[src/rtl/cpu_ctrl_pkg.sv]
// Shared constants for the CPU control path: opcodes, ALU operation codes and
// the control FSM state set. The datapath ALU decodes the same ALU codes.
package cpu_ctrl_pkg;

  localparam logic [4:0] OP_LD   = 5'b00000;
  localparam logic [4:0] OP_LDI  = 5'b00001;
  localparam logic [4:0] OP_ST   = 5'b00010;
  localparam logic [4:0] OP_ADD  = 5'b00011;
  localparam logic [4:0] OP_SUB  = 5'b00100;
  localparam logic [4:0] OP_AND  = 5'b00101;
  localparam logic [4:0] OP_OR   = 5'b00110;
  localparam logic [4:0] OP_ADDI = 5'b01100;
  localparam logic [4:0] OP_MUL  = 5'b01111;
  localparam logic [4:0] OP_DIV  = 5'b10000;
  localparam logic [4:0] OP_BRX  = 5'b10010;
  localparam logic [4:0] OP_JR   = 5'b10011;
  localparam logic [4:0] OP_MFHI = 5'b11000;
  localparam logic [4:0] OP_MFLO = 5'b11001;
  localparam logic [4:0] OP_NOP  = 5'b11010;
  localparam logic [4:0] OP_HALT = 5'b11011;

  localparam logic [4:0] ALU_NONE = 5'b00000;
  localparam logic [4:0] ALU_ADD  = 5'b00001;
  localparam logic [4:0] ALU_SUB  = 5'b00010;
  localparam logic [4:0] ALU_AND  = 5'b00011;
  localparam logic [4:0] ALU_OR   = 5'b00100;
  localparam logic [4:0] ALU_MUL  = 5'b00101;
  localparam logic [4:0] ALU_DIV  = 5'b00110;

  // One state per datapath step; instruction classes own their T3..T7 steps.
  typedef enum logic [4:0] {
    RESET_ST, FETCH0, FETCH1, FETCH2, HALT_ST,
    ALU_T3, ALU_T4, ALU_T5,
    IMM_T3, IMM_T4, IMM_T5,
    LD_T3, LD_T4, LD_T5, LD_T6, LD_T7,
    ST_T3, ST_T4, ST_T5, ST_T6, ST_T7,
    MD_T3, MD_T4, MD_T5, MD_T6,
    MFHI_T3, MFLO_T3,
    BR_T3, BR_T4, BR_T5, BR_T6,
    JR_T3
  } state_t;

  // ALU operation for the opcodes whose execute step uses an opcode-specific op.
  function automatic logic [4:0] alu_code(input logic [4:0] op);
    case (op)
      OP_ADD:  alu_code = ALU_ADD;
      OP_SUB:  alu_code = ALU_SUB;
      OP_AND:  alu_code = ALU_AND;
      OP_OR:   alu_code = ALU_OR;
      OP_MUL:  alu_code = ALU_MUL;
      OP_DIV:  alu_code = ALU_DIV;
      default: alu_code = ALU_NONE;
    endcase
  endfunction

endpackage

[src/rtl/control_unit.sv]
// Moore control FSM for the multi-cycle CPU: sequences fetch, decode and the
// per-instruction execute steps, and drives the datapath load/select strobes.
module control_unit
  import cpu_ctrl_pkg::*;
#(
  parameter int RESET_PC_HOLD = 1
) (
  input  logic        clk,
  input  logic        reset_n,
  input  logic [31:0] IR_Data,
  input  logic        con_output,
  input  logic        stop,
  output logic        PC_enable,
  output logic        PC_increment_enable,
  output logic        IR_enable,
  output logic        Y_enable,
  output logic        Z_enable,
  output logic        MAR_enable,
  output logic        MDR_enable,
  output logic        r_enable,
  output logic        con_enable,
  output logic        HI_enable,
  output logic        LO_enable,
  output logic        read,
  output logic        write,
  output logic        Gra,
  output logic        Grb,
  output logic        Grc,
  output logic        BAout,
  output logic        PC_select,
  output logic        Z_LO_select,
  output logic        Z_HI_select,
  output logic        MDR_select,
  output logic        c_select,
  output logic        r_select,
  output logic        HI_select,
  output logic        LO_select,
  output logic [4:0]  alu_instruction,
  output logic        run
);

  state_t      state;
  logic [15:0] hold_cnt;
  logic [4:0]  alu_op;        // ALU op captured at decode for reg-reg and mul/div
  logic        stop_pending;  // stop seen mid-instruction, honoured at boundary
  logic        halt_req;
  logic [4:0]  opcode;
  logic        unused_ir;

  assign opcode    = IR_Data[31:27];
  assign unused_ir = ^IR_Data[26:0];
  assign halt_req  = stop | stop_pending;

  // State register, reset hold counter, decoded ALU op and latched halt request.
  // NOTE: sequential state uses non-blocking assignments so every register
  // samples pre-edge values regardless of statement order.
  always_ff @(posedge clk or negedge reset_n) begin
    if (!reset_n) begin
      state        <= RESET_ST;
      hold_cnt     <= '0;
      alu_op       <= ALU_NONE;
      stop_pending <= 1'b0;
    end else begin
      if (state == HALT_ST || state == RESET_ST) stop_pending <= 1'b0;
      else if (stop)                             stop_pending <= 1'b1;

      case (state)
        RESET_ST: begin
          if (hold_cnt >= 16'(RESET_PC_HOLD)) state <= FETCH0;
          else                                hold_cnt <= hold_cnt + 16'd1;
        end
        FETCH0: state <= FETCH1;
        FETCH1: state <= FETCH2;
        FETCH2: begin
          alu_op <= alu_code(opcode);
          case (opcode)
            OP_LD:                          state <= LD_T3;
            OP_ST:                          state <= ST_T3;
            OP_LDI, OP_ADDI:                state <= IMM_T3;
            OP_ADD, OP_SUB, OP_AND, OP_OR:  state <= ALU_T3;
            OP_MUL, OP_DIV:                 state <= MD_T3;
            OP_BRX:                         state <= BR_T3;
            OP_JR:                          state <= JR_T3;
            OP_MFHI:                        state <= MFHI_T3;
            OP_MFLO:                        state <= MFLO_T3;
            OP_HALT:                        state <= HALT_ST;
            default:                        state <= halt_req ? HALT_ST : FETCH0;
          endcase
        end
        ALU_T3:  state <= ALU_T4;
        ALU_T4:  state <= ALU_T5;
        IMM_T3:  state <= IMM_T4;
        IMM_T4:  state <= IMM_T5;
        LD_T3:   state <= LD_T4;
        LD_T4:   state <= LD_T5;
        LD_T5:   state <= LD_T6;
        LD_T6:   state <= LD_T7;
        ST_T3:   state <= ST_T4;
        ST_T4:   state <= ST_T5;
        ST_T5:   state <= ST_T6;
        ST_T6:   state <= ST_T7;
        MD_T3:   state <= MD_T4;
        MD_T4:   state <= MD_T5;
        MD_T5:   state <= MD_T6;
        BR_T3:   state <= BR_T4;
        BR_T4:   state <= BR_T5;
        BR_T5:   state <= BR_T6;
        HALT_ST: if (!stop) state <= FETCH0;
        // Last execute step of every instruction is an instruction boundary.
        ALU_T5, IMM_T5, LD_T7, ST_T7, MD_T6, MFHI_T3, MFLO_T3, BR_T6, JR_T3:
          state <= halt_req ? HALT_ST : FETCH0;
        default: state <= RESET_ST;
      endcase
    end
  end

  // State-to-strobe decode; at most one bus driver is selected per state.
  // NOTE: every output gets a default before the case so no latch is inferred.
  always_comb begin
    PC_enable = 1'b0; PC_increment_enable = 1'b0; IR_enable = 1'b0;
    Y_enable = 1'b0; Z_enable = 1'b0; MAR_enable = 1'b0; MDR_enable = 1'b0;
    r_enable = 1'b0; con_enable = 1'b0; HI_enable = 1'b0; LO_enable = 1'b0;
    read = 1'b0; write = 1'b0; Gra = 1'b0; Grb = 1'b0; Grc = 1'b0; BAout = 1'b0;
    PC_select = 1'b0; Z_LO_select = 1'b0; Z_HI_select = 1'b0; MDR_select = 1'b0;
    c_select = 1'b0; r_select = 1'b0; HI_select = 1'b0; LO_select = 1'b0;
    alu_instruction = ALU_NONE;
    run = 1'b1;
    case (state)
      RESET_ST, HALT_ST: run = 1'b0;
      FETCH0: begin PC_select = 1'b1; MAR_enable = 1'b1; end
      FETCH1: begin PC_increment_enable = 1'b1; read = 1'b1; MDR_enable = 1'b1; end
      FETCH2: begin MDR_select = 1'b1; IR_enable = 1'b1; end
      ALU_T3, MD_T3: begin
        if (state == ALU_T3) Grb = 1'b1; else Gra = 1'b1;
        r_select = 1'b1; Y_enable = 1'b1;
      end
      ALU_T4, MD_T4: begin
        if (state == ALU_T4) Grc = 1'b1; else Grb = 1'b1;
        r_select = 1'b1; alu_instruction = alu_op; Z_enable = 1'b1;
      end
      ALU_T5, IMM_T5: begin Z_LO_select = 1'b1; Gra = 1'b1; r_enable = 1'b1; end
      IMM_T3, LD_T3, ST_T3: begin Grb = 1'b1; BAout = 1'b1; Y_enable = 1'b1; end
      IMM_T4, LD_T4, ST_T4, BR_T5: begin
        c_select = 1'b1; alu_instruction = ALU_ADD; Z_enable = 1'b1;
      end
      LD_T5, ST_T5: begin Z_LO_select = 1'b1; MAR_enable = 1'b1; end
      LD_T6: begin read = 1'b1; MDR_enable = 1'b1; end
      LD_T7: begin MDR_select = 1'b1; Gra = 1'b1; r_enable = 1'b1; end
      ST_T6: begin Gra = 1'b1; r_select = 1'b1; MDR_enable = 1'b1; end
      ST_T7: write = 1'b1;
      MD_T5: begin Z_LO_select = 1'b1; LO_enable = 1'b1; end
      MD_T6: begin Z_HI_select = 1'b1; HI_enable = 1'b1; end
      MFHI_T3: begin HI_select = 1'b1; Gra = 1'b1; r_enable = 1'b1; end
      MFLO_T3: begin LO_select = 1'b1; Gra = 1'b1; r_enable = 1'b1; end
      BR_T3: begin Gra = 1'b1; r_select = 1'b1; con_enable = 1'b1; end
      BR_T4: begin PC_select = 1'b1; Y_enable = 1'b1; end
      BR_T6: begin Z_LO_select = 1'b1; PC_enable = con_output; end
      JR_T3: begin Gra = 1'b1; r_select = 1'b1; PC_enable = 1'b1; end
      default: run = 1'b0;
    endcase
  end

endmodule

[config.mk]
export PLATFORM = sky130hd
export DESIGN_NAME = control_unit
export DESIGN_NICKNAME = d
export VERILOG_FILES = /design/src/rtl/cpu_ctrl_pkg.sv /design/src/rtl/control_unit.sv
export SDC_FILE = /design/constraint.sdc
export NUM_CORES = 1
export LEC_CHECK = 0
export ABC_AREA = 1
export CELL_PAD_IN_SITES_DETAIL_PLACEMENT = 0
export CELL_PAD_IN_SITES_GLOBAL_PLACEMENT = 1
export CORE_MARGIN = 2
export CORE_UTILIZATION = 32
export CTS_CLUSTER_DIAMETER = 150
export DETAILED_ROUTE_END_ITERATION = 10
export PLACE_DENSITY_LB_ADDON = 0.12
export SYNTH_ARGS = -nofsm -noshare
export SYNTH_HDL_FRONTEND = slang
export SYNTH_SLANG_ARGS = --single-unit
[constraint.sdc]
create_clock -name clk -period 2.4 [get_ports clk]
set_clock_uncertainty 0.05 [all_clocks]
set_input_delay 0.36 -clock clk [delete_from_list [all_inputs] [get_ports clk]]
set_output_delay 0.36 -clock clk [all_outputs]
set_load 0.02 [all_outputs]
==> flow_summary_export.csv <==
group,metric,value,unit
outcome,status,"complete, no violations",
power_and_ir_drop,p_seq_share,28.4,%
sta,fin_crit,2247,ps
final_layout,area_growth,28.59,%
logic_synthesis,synth.top_cell.area_share,34.36,%
logic_synthesis,ys_warn_count,0,
final_layout,nNetsFinal,360,
logic_synthesis,yosysUniqueCellTypes,26,
drt,drtAntennaViolNets,0,
floorplanning,die_h,79.43,um
final_layout,layout_commonest_cell,"nand2_1",
floorplanning,row_count,27,
floorplanning,io_pins,67,
global_route,grt_pass1_wl,7610,um
worst_setup_path,timing.rr.start,"state[4]$_DFFE_PN0P_",
final_layout,drive_gt1_share,9.688,%
worst_setup_path,cp_max_fo,4,
logic_synthesis,synth.avg_cell_area,6.278,um2
logic_synthesis,yosysSeqAreaShare,34.36,%
sta,setup_viol,0,
worst_setup_path,r2r_end,"state[2]$_DFFE_PN0P_",
drt,routed_via_density,4.640,
worst_hold_path,hold_class,"reg2reg",
power_and_ir_drop,p_switching,0.9060,mW
global_route,grt_pass1_vias,1644,
clocking,clk_latency,270,ps
global_route,antenna_found_initial,0,
final_layout,antenna_cells,0,
global_route,track_usage,15.03,%
clocking,clk_pin_slew,80,ps
drt,first_pass_iters,4,
sta,hold_slack,328.4,ps
logic_synthesis,netlist_instances,290,
drt,drtIter0Drc,129,
clocking,cts.path.max_buffers,2,
worst_setup_path,required,1990,ps
sta,hold_viol,0,
worst_setup_path,worstPathArrival,1840,ps
sta,fin_crit_sh,93.65,%
place,pre_cts_slack,68.94,ps
final_layout,layout_common_cells,"nand2_1 (66), inv_1 (46), nor2_1 (42), nand3_1 (34), dfrtp_1 (24)",
flow_run,cap_violations,0,
place,hpwl,3750,um
clocking,numCtsBuffers,3,
worst_hold_path,min_from,"hold_cnt[3]$_DFFE_PN0P_",
worst_hold_path,hold_depth,0,
drt,drc,0,
logic_synthesis,yosysTopAreaCell,"dfrtp_1",
power_and_ir_drop,powerDensity,850.3,nW/um2
sta,fin_ws,152.5,ps
power_and_ir_drop,peakVddDrop,0.2830,mV
logic_synthesis,ys_ff_latch,25,
clocking,ctsHtreeMaxLevel,1,
floorplanning,die_x,79.43,um
power_and_ir_drop,p_leak,1.523,nW
clocking,postCtsSetupBuffers,0,
worst_setup_path,rrSetupSlack,760,ps
power_and_ir_drop,power_frac_comb,58.9,%
worst_setup_path,worstSetupPathType,"reg2out",
drt,wl,4566,um
logic_synthesis,synth_area_leaders,"dfrtp_1 (34%), nand2_1 (14%), inv_1 (9.5%)",
worst_setup_path,start_kind,"flip-flop",
place,portBuffers,37,
clocking,cts_tree,"done",
clocking,cts_sinks,25,
place,gp_congestion,0.8374,
floorplanning,start_util,33.06,%
worst_setup_path,end_kind,"output port",
clocking,cts-root-buf,"clkbuf_8",
global_route,overflow,0,
floorplanning,core_area,5507,um2
global_route,grt_max_degree,26,
worst_setup_path,r2r_cells,8,
power_and_ir_drop,p_clk_share,12.7,%
worst_hold_path,holdPathEnd,"hold_cnt[3]$_DFFE_PN0P_",
power_and_ir_drop,power,1.991,mW
logic_synthesis,synth_area,1820,um2
power_and_ir_drop,p_int,1.085,mW
sta,tns,0,ps
sta,max_freq,444.9,MHz
drt,wire_per_inst,11.65,um
power_and_ir_drop,switching_share,45.51,%
sta,maxSlewViolCount,0,
sta,rsz0062_at_grt,"yes",
drt,num_vias,1819,
floorplanning,dieArea,6308,um2
[synthesized netlist by cell type]
library cell,count
inv_1,46
nand4_1,9
o211ai_1,2
nor3_1,4
nor3_2,1
nor3b_1,1
or2_2,1
a21oi_1,6
nor2_1,46
buf_2,5
inv_2,1
nand3b_1,2
nor4_1,2
nor2_2,3
xor2_1,1
o21bai_1,1
nand3_1,34
nand2_1,67
o21ai_0,9
clkbuf_1,13
buf_4,5
nor3b_2,1
ha_1,3
dfrtp_1,25
conb_1,1
or2_1,1
[critical path, stage by stage, from the launching register on]
cell and delay [ps]:
dfrtp_1 430, inv_1 90, nand2_1 120, inv_1 130
nand3_1 150, o211ai_1 160, inv_1 90, nand3b_1 80
dlygate4sd2_1 330
[worst max path at each step]
stage                               from            endpoint
detailed placement  state[0]$_DFFE_PN0P_  alu_instruction[0]
floorplan           state[4]$_DFFE_PN0P_  alu_instruction[0]
global route        state[0]$_DFFE_PN0P_           LO_select
global placement    state[0]$_DFFE_PN0P_  alu_instruction[0]
finish              state[2]$_DFFE_PN0P_            Y_enable
CTS                 state[4]$_DFFE_PN0P_           PC_enable
[flip-flops by register name, indices dropped and copies added, names as in the netlist]
| name | flops |
|---|---|
| state | 5 |
| hold_cnt | 16 |
| stop_pending | 1 |
| alu_op | 3 |
[metrics by stage]
stage	util [%]	instance area [um2]	cells
finish	42.51	2341	392
global route	42.51	2341	392
CTS	41.97	2311	392
detailed placement	40.97	2256	388
global placement	40.97	2256	388
floorplan	-	1824	291
[timing repair]
| action | CTS | global route |
|---|---|---|
| gates cloned | 0 | 0 |
| hold buffers | 0 | 0 |
| endpoints found under the setup margin | 11 | 14 |
| gates resized for setup | 15 | 17 |
| pin swaps | 0 | 0 |
[per-layer routing]
| layer | GRT usage (%) | routed length [um] | share of wire (%) |
|---|---|---|---|
| met1 | 21.18 | 2225 | 49 |
| met2 | 24.62 | 2084 | 46 |
| met5 | 0 | 0 | 0 |
| met3 | 2.149 | 208 | 4.6 |
| met4 | 2.931 | 47 | 1.0 |
[cell type report]
cell class	instances	area, um2
fillers	591	3166
multi-input cells	196	933.4
flip-flops and latches	25	626.9
repair buffers	48	461.7
inverters	47	178.9
well taps	72	90.09
clock buffers	3	41.29
clock inverters	1	8.758
[cell families (layout without fill, tap and decap cells)]
| logic type | Yosys count | count (layout) | synth area share (%) |
|---|---|---|---|
| AND/OR/NAND/NOR | 172 | 172 | 41.72 |
| buffers and inverters | 70 | 99 | 15.81 |
| flip-flops | 25 | 25 | 34.36 |
| AO/OA/AOI/OAI | 18 | 18 | 5.361 |
| adder cells (fa/ha/maj) | 3 | 3 | 2.062 |
| other | 1 | 2 | 0.2060 |
| XOR/XNOR | 1 | 1 | 0.4812 |
[power groups by stage]
stage / registers, mW / clock network (mW) / logic, mW
after detailed placement: 0.569 / 0 / 1.21
final: 0.565 / 0.254 / 1.17
after floorplan: 0.552 / 0 / 0.734
after CTS: 0.563 / 0.261 / 1.19
after global placement: 0.568 / 0 / 1.22
after global routing: 0.575 / 0.279 / 1.31
Note: power is estimated with default switching activity, not from simulation.
